**config.mk**
```make
export PLATFORM = sky130hd
export DESIGN_NAME = jump_redirect_ctrl
export DESIGN_NICKNAME = d
export VERILOG_FILES = /design/src/rtl/cpu_defs_pkg.sv /design/src/rtl/jump_redirect_ctrl.sv
export SDC_FILE = /design/constraint.sdc
export NUM_CORES = 1
export LEC_CHECK = 0
export ABC_AREA = 1
export ABC_CLOCK_PERIOD_IN_PS = 3300
export BUFFER_PORTS_ARGS = -buffer_cell sky130_fd_sc_hd__buf_2
export CORE_ASPECT_RATIO = 1.25
export CORE_MARGIN = 5
export CORE_UTILIZATION = 30
export CTS_CLUSTER_SIZE = 12
export DETAILED_ROUTE_END_ITERATION = 6
export PLACE_DENSITY = 0.48
export SLEW_MARGIN = 5
export SYNTH_ARGS = -nofsm -noshare
export SYNTH_HDL_FRONTEND = slang
export SYNTH_SLANG_ARGS = --single-unit
```
**constraint.sdc**
```tcl
create_clock -name clk -period 3.3 [get_ports clk]
set_clock_uncertainty 0.05 [all_clocks]
set_input_delay 0.165 -clock clk [delete_from_list [all_inputs] [get_ports clk]]
set_output_delay 0.165 -clock clk [all_outputs]
set_load 0.01 [all_outputs]
```
**src/rtl/cpu_defs_pkg.sv**
```systemverilog
// Shared CPU definitions: PC width, reset vector and jump-redirect controller states.
package cpu_defs_pkg;

   localparam int unsigned PC_W     = 32;
   localparam logic [PC_W-1:0] RESET_PC = 32'hBFC0_0000;

   typedef enum logic [1:0] {
      IDLE = 2'd0,
      OPND = 2'd1,
      PEND = 2'd2
   } jctl_state_t;

endpackage

```
**src/rtl/jump_redirect_ctrl.sv**
```systemverilog
// Decode-stage jump sequencer: waits out jr load operands, holds the target until
// fetch accepts it, and gives way to exception flushes.
module jump_redirect_ctrl
   import cpu_defs_pkg::*;
#(
   parameter int unsigned MAX_WAIT = 3,
   parameter int unsigned CNT_W    = 32
) (
   input  logic             clk,
   input  logic             rst,
   input  logic             jumpD,
   input  logic             jrD,
   input  logic             jump_conflictD,
   input  logic             loaduseE,
   input  logic             loaduseM,
   input  logic [PC_W-1:0]  pc_jumpD,
   input  logic             slot_fetchedF,
   input  logic             inst_stallF,
   input  logic             stall_ext,
   input  logic             flush_excep,
   output logic             stallF,
   output logic             stallD,
   output logic             redirect_valid,
   output logic [PC_W-1:0]  redirect_pc,
   output logic             busy,
   output logic             err_timeout,
   output logic [CNT_W-1:0] stall_cycles
);

   localparam int unsigned WAIT_W = $clog2(MAX_WAIT + 1);
   localparam logic [WAIT_W-1:0] WAIT_MAX = WAIT_W'(MAX_WAIT);
   localparam logic [WAIT_W-1:0] WAIT_ONE = WAIT_W'(1);

   jctl_state_t       state_q, state_d;
   logic [PC_W-1:0]   tgt_q, tgt_d;
   logic [WAIT_W-1:0] wait_cnt, wait_d;
   logic              err_d;
   logic              need_wait;
   logic              accept;

   // State, captured target and counters
   always_ff @(posedge clk) begin
      if (rst) begin
         state_q      <= IDLE;
         tgt_q        <= '0;
         wait_cnt     <= '0;
         err_timeout  <= 1'b0;
         stall_cycles <= '0;
      end else begin
         state_q     <= state_d;
         tgt_q       <= tgt_d;
         wait_cnt    <= wait_d;
         err_timeout <= err_d;
         if (state_q == OPND)
            stall_cycles <= stall_cycles + CNT_W'(1);
      end
   end

   // Next state and redirect/stall outputs; reset and flush suppress everything
   always_comb begin
      state_d        = state_q;
      tgt_d          = tgt_q;
      wait_d         = wait_cnt;
      err_d          = err_timeout;
      stallF         = 1'b0;
      stallD         = 1'b0;
      redirect_valid = 1'b0;
      redirect_pc    = '0;

      need_wait = jumpD & jrD & jump_conflictD & (loaduseE | loaduseM);
      accept    = slot_fetchedF & ~inst_stallF;

      if (rst || flush_excep) begin
         state_d = IDLE;
         tgt_d   = '0;
         wait_d  = '0;
      end else begin
         unique case (state_q)
            IDLE: begin
               if (jumpD && !stall_ext) begin
                  if (need_wait) begin
                     stallF  = 1'b1;
                     stallD  = 1'b1;
                     state_d = OPND;
                     wait_d  = WAIT_ONE;
                     if (WAIT_ONE == WAIT_MAX)
                        err_d = 1'b1;
                  end else if (accept) begin
                     redirect_valid = 1'b1;
                     redirect_pc    = pc_jumpD;
                  end else begin
                     tgt_d   = pc_jumpD;
                     state_d = PEND;
                  end
               end
            end
            OPND: begin
               if (stall_ext) begin
                  stallF = 1'b1;
                  stallD = 1'b1;
               end else if (need_wait) begin
                  stallF = 1'b1;
                  stallD = 1'b1;
                  if (wait_cnt != WAIT_MAX)
                     wait_d = wait_cnt + WAIT_ONE;
                  if (wait_d == WAIT_MAX)
                     err_d = 1'b1;
               end else begin
                  // Operand has arrived: resolve exactly as a fresh jump would
                  wait_d = '0;
                  if (accept) begin
                     redirect_valid = 1'b1;
                     redirect_pc    = pc_jumpD;
                     state_d        = IDLE;
                  end else begin
                     tgt_d   = pc_jumpD;
                     state_d = PEND;
                  end
               end
            end
            PEND: begin
               redirect_valid = 1'b1;
               redirect_pc    = tgt_q;
               if (accept && !stall_ext)
                  state_d = IDLE;
            end
            default: begin
               state_d = IDLE;
            end
         endcase
      end
   end

   assign busy = (state_q != IDLE);

endmodule

```
# --- Word-level counts from Yosys, hierarchy flattened ---
# Index checks and enable logic that the tools add are counted.
# Widths: inputs -> output; s select.
word_totals:
  regBits: 69
  in_bits: 43
  word_cells: 77
classes:
  addsub: 2
  eq_ne: 10
  muxes: 40
  bitwise: 8
  reduce_logical: 12
ops:
  columns: ["cell", "n"]
  rows:
  - ["$mux 32", 9]
  - ["$pmux 32 s3", 1]
  - ["$pmux 32 s2", 1]
  - ["$add 32x1->32 const B", 1]
  - ["$mux 2", 16]
  - ["$ne 2x2->1 const B", 6]
  - ["$reduce_and 5->1", 2]
  - ["$mux 1", 9]
  - ["$pmux 2 s3", 1]
  - ["$and 1x1->1", 4]
  - ["$eq 2x2->1 const B", 2]
  - ["$pmux 2 s2", 1]
  - ["$reduce_and 4->1", 1]
  - ["$reduce_bool 2->1", 2]
  - ["$ne 3x3->1 const B", 1]
  - ["$not 1->1", 3]
  - ["$pmux 1 s3", 1]
  - ["$reduce_and 3->1", 1]
  - ["$add 2x1->2 const B", 1]
  - ["$eq 2x1->1 const B", 1]
  - ["$logic_and 1x1->1", 2]
  - ["$logic_not 2->1", 1]
  - ["$pmux 1 s2", 1]
  - ["$reduce_or 2->1", 1]
  - ["other kinds (3)", 3]

# --- Depth between registers and ports, before layout ---
logic_depth:
  word_depth: 10
  mapped_depth: 10
  ltp_nobuf: 9

# --- Least setup slack after synthesis ---
# OpenSTA, ideal clock, no wires.
synth_timing:
  kind: "register to output"
  startpoint: "register state_q[1]"
  endpoint: "output stallF"
  t_arrival_ns: 1.457
  path_slack_ns: 1.628
  stages_incl_launch_ff: 6
  cell_sequence: "dfxtp_1 nor2_2 clkbuf_1 nand3_1 a31oi_1 buf_4"
synth_via:
  elab_chain_cells: 3
  elab_cells_between_ends: 4
  cone_classes: "1 x eq/ne; 2 x mux; 1 x reduce/logical"
synth_lines:
  columns: ["item", "line_no", "source"]
  rows:
  - ["start: declaration", "jump_redirect_ctrl.sv:34", "jctl_state_t state_q, state_d;"]
  - ["start signal: assignment", "jump_redirect_ctrl.sv:50", "state_q <= state_d;"]
  - ["$eq 2x1->1 / $logic_not 2->1 (equally long branches)", null, null]
  - ["$pmux 1 s2 *", null, null]
  - ["$mux 1 *", null, null]
  - ["end: declaration", "jump_redirect_ctrl.sv:21", "output logic stallF,"]
# Every way passes the cells marked *; elsewhere a longest branch is shown, timed or not.

# --- Final worst setup path ---
layout_timing:
  startpoint: "register state_q[1]"
  endpoint: "output redirect_pc[8]"
layout_via:
  elab_chain_cells: 3
  elab_cells_between_ends: 5
  cone_classes: "2 x eq/ne; 2 x mux; 1 x reduce/logical"
layout_lines:
  columns: ["item", "line_no", "source"]
  rows:
  - ["$eq 2x2->1, or another cell as far along", "jump_redirect_ctrl.sv:78", "unique case (state_q)"]
  - ["$pmux 32 s3 *", "jump_redirect_ctrl.sv:78", null]
  - ["$mux 32 *", "jump_redirect_ctrl.sv:73", "if (rst || flush_excep) begin"]
  - ["end: declaration", "jump_redirect_ctrl.sv:24", "output logic [PC_W-1:0] redirect_pc,"]
# Marks and branches as above.

==> metrics.cfg <==
[sta]
period_share = 0.755
hold_violations = 0
setup_ws_ns = 0.807
post-route-min-period_ns = 2.49
fmax_ghz = 0.401
maxSlewViolCount = 0
slew_headroom = 0.206
tightest_slew_ns = 1.18
setup_violations = 0
rsz0062_at_grt = no
setup_tns_ns = 0

[critical_path]
arrival_ns = 2.28
crit_path_top_delay_cell = nor2_2
cp_cell_sequence = inv_1 -> nor2_2 -> buf_4 -> nand2_1 -> nand3_1 -> nand2_1 -> inv_1 -> buf_2
r2r_end = tgt_q[6]
crit_path_start_kind = flip-flop
ff2ff_setup_slack_ns = 1.02
critPathBufInv = 4
path_delay_family = simple AND/OR/NAND/NOR gates
reg2reg_from = state_q[0]
worstSetupEndpointType = output port
crit_type = flip-flop to output port
cp_data_required_time_ns = 3.08
r2r_cells = 9
max_stage_delay_ns = 0.50
crit_fanout = 21

[yosys]
synth-seq-cells = 69
syn_area_per_cell_sq_um = 5.86
synth_area_leaders = dfxtp_1, nor2_1, nand2_1
syn_area_sq_mm = 0.00442
synth_seq_area_share = 0.313
synth_cell_types = 28
synth_top_area_frac = 0.313
syn_inst = 754
synth_nets = 798
yosysTopAreaCell = dfxtp_1
ys_warn_count = 0

[clocking]
clock_latency_ns = 0.33
cts_num_sinks = 69
post_cts_buffers = 0
ctsResizeCount = 0
root_buffer = clkbuf_16
htree_levels = 3
clk_path_buf_depth = 2
cts-hold-fix-buffers = 0
numCtsBuffers = 9
cts.clk_slew.worst_paths_ns = 0.05
cts_tree = built

[grt]
grt_max_degree = 50
overflow = 0
grt_pass1_vias = 4930
grt_usage = 0.165
antenna_found_initial = 1
grt_pass1_wl_mm = 24.1

[floorplan]
die_w_um = 119
row_count = 49
start_util = 0.307
dieArea_sq_mm = 0.0173
top_level_ports = 112
core_area_sq_mm = 0.0144
fp.dieH_um = 146

[min_path]
min_path_type = input pin to flip-flop
hold_end = tgt_q[11]
hold-path-cell-count = 3
hp-start = pc_jumpD[11]

[power]
power.total_mw = 2.00
max-vdd-ir-drop_v = 0.000224
leakagePower_nw = 2.69
p_per_area_mw_per_mm2 = 373

[drt]
dr.first_iter.drc_count = 259
dr.pass1.iters = 5
wl_per_cell_um = 14.2
ant_nets = 0
drc = 0
via_per_inst = 4.96
vias = 5063
totalWireLength_mm = 14.5

[cells_and_area]
final_layout_size_suffix_gt1_frac = 0.180
finalNonFillerCells = 1021
fin_util = 0.372
antenna_cells = 0
syn2layout_area_growth_pct = 21.3
nets = 884

[status]
status = finished, final reports clean

[placed_design]
gp_congestion = 0.802
dp.cells = 1007
hpwl_mm = 10.0
pre_cts_ws_ns = 0.978
io_buffers = 111

[job]
drv_cap = 0

==> logic make-up after synthesis <==
logic type,after synthesis,share of synthesized area
AND/OR/NAND/NOR,457,0.462
adder cells (fa/ha/maj),1,0.00283
XOR/XNOR,3,0.00595
buffers and inverters,160,0.142
flip-flops,69,0.313
AO/OA/AOI/OAI,64,0.0750
==> Yosys cell counts <==
cell / number
nor2_2: 5
o21bai_1: 1
buf_1: 3
ha_1: 1
clkbuf_1: 26
nand2_2: 3
nor2_4: 3
dfxtp_1: 69
buf_4: 3
buf_2: 11
xnor2_1: 1
clkinv_1: 1
o21ai_1: 1
nor2_1: 161
nor3_1: 5
nand2_1: 146
xor2_1: 2
a21oi_1: 14
a31oi_1: 2
nand3_1: 58
nand4_1: 74
o21ai_0: 44
a21oi_2: 1
o21a_1: 1
nand3_2: 1
nand3_4: 1
inv_1: 112
inv_2: 4
==> where the power goes <==
group	switching (mW)	internal (mW)
sequential	0.00844	0.850
combinational	0.150	0.0624
clock	0.350	0.581
==> per-stage QoR <==
step	hold slack [ns]	instance area (sq um)
after floorplan	0.262	4420
after CTS	0.0519	5360
final	0.0579	5360
after global routing	0.0654	5360
after global placement	0.389	5080
after detailed placement	0.396	5080
==> metal layers <==
metal,vias to the layer above,share of wire,GRT usage
met1,2320,0.43,0.196
met3,21,0.064,0.0447
met5,-,0.00048,0
met2,141,0.49,0.289
met4,2,0.015,0.0505
li1,2579,-,-
==> cell type report <==
class / instances / area [sq um]
Fill cell: 1612 / 9050
Multi-Input combinational cell: 525 / 2420
Sequential cell: 69 / 1380
Timing Repair Buffer: 118 / 608
Inverter: 117 / 439
Clock buffer: 13 / 280
Tap cell: 178 / 223
Clock inverter: 1 / 5.00
==> registers in the layout, indices dropped and copies added (netlist names) <==
register,flops
err_timeout,1
state_q,2
stall_cycles,32
tgt_q,32
wait_cnt,2
==> cells in the final DEF, fill, tap and decap left out, types with 5 or more instances in the layout <==
master,n
o21ai_0,44
nand4_1,74
a21oi_1,14
inv_1,111
nor2_4,5
clkbuf_16,9
buf_2,111
dfxtp_1,69
nor3_1,5
nor2_1,160
inv_2,5
nand2_1,146
buf_4,7
nand3_1,58
==> worst reg2reg max path, delay by kind of cell, from the launching register on <==
family | cells | cell delay, ns
buffers and inverters | 3 | 0.50
and+or+nand+nor | 6 | 1.16
DFF | 1 | 0.45
==> worst max path at each step <==
stage / cells after the start / slack [ns] / end / from
floorplan: 5 / 1.63 / stallF / state_q[1]
global placement: 9 / 1.0 / redirect_pc[24] / stall_ext
detailed placement: 9 / 0.98 / redirect_pc[24] / stall_ext
CTS: 8 / 0.79 / redirect_pc[8] / state_q[1]
global route: 8 / 0.63 / redirect_pc[8] / state_q[1]
finish: 8 / 0.81 / redirect_pc[8] / state_q[1]
No activity file was read; power rests on OpenSTA's default activity.
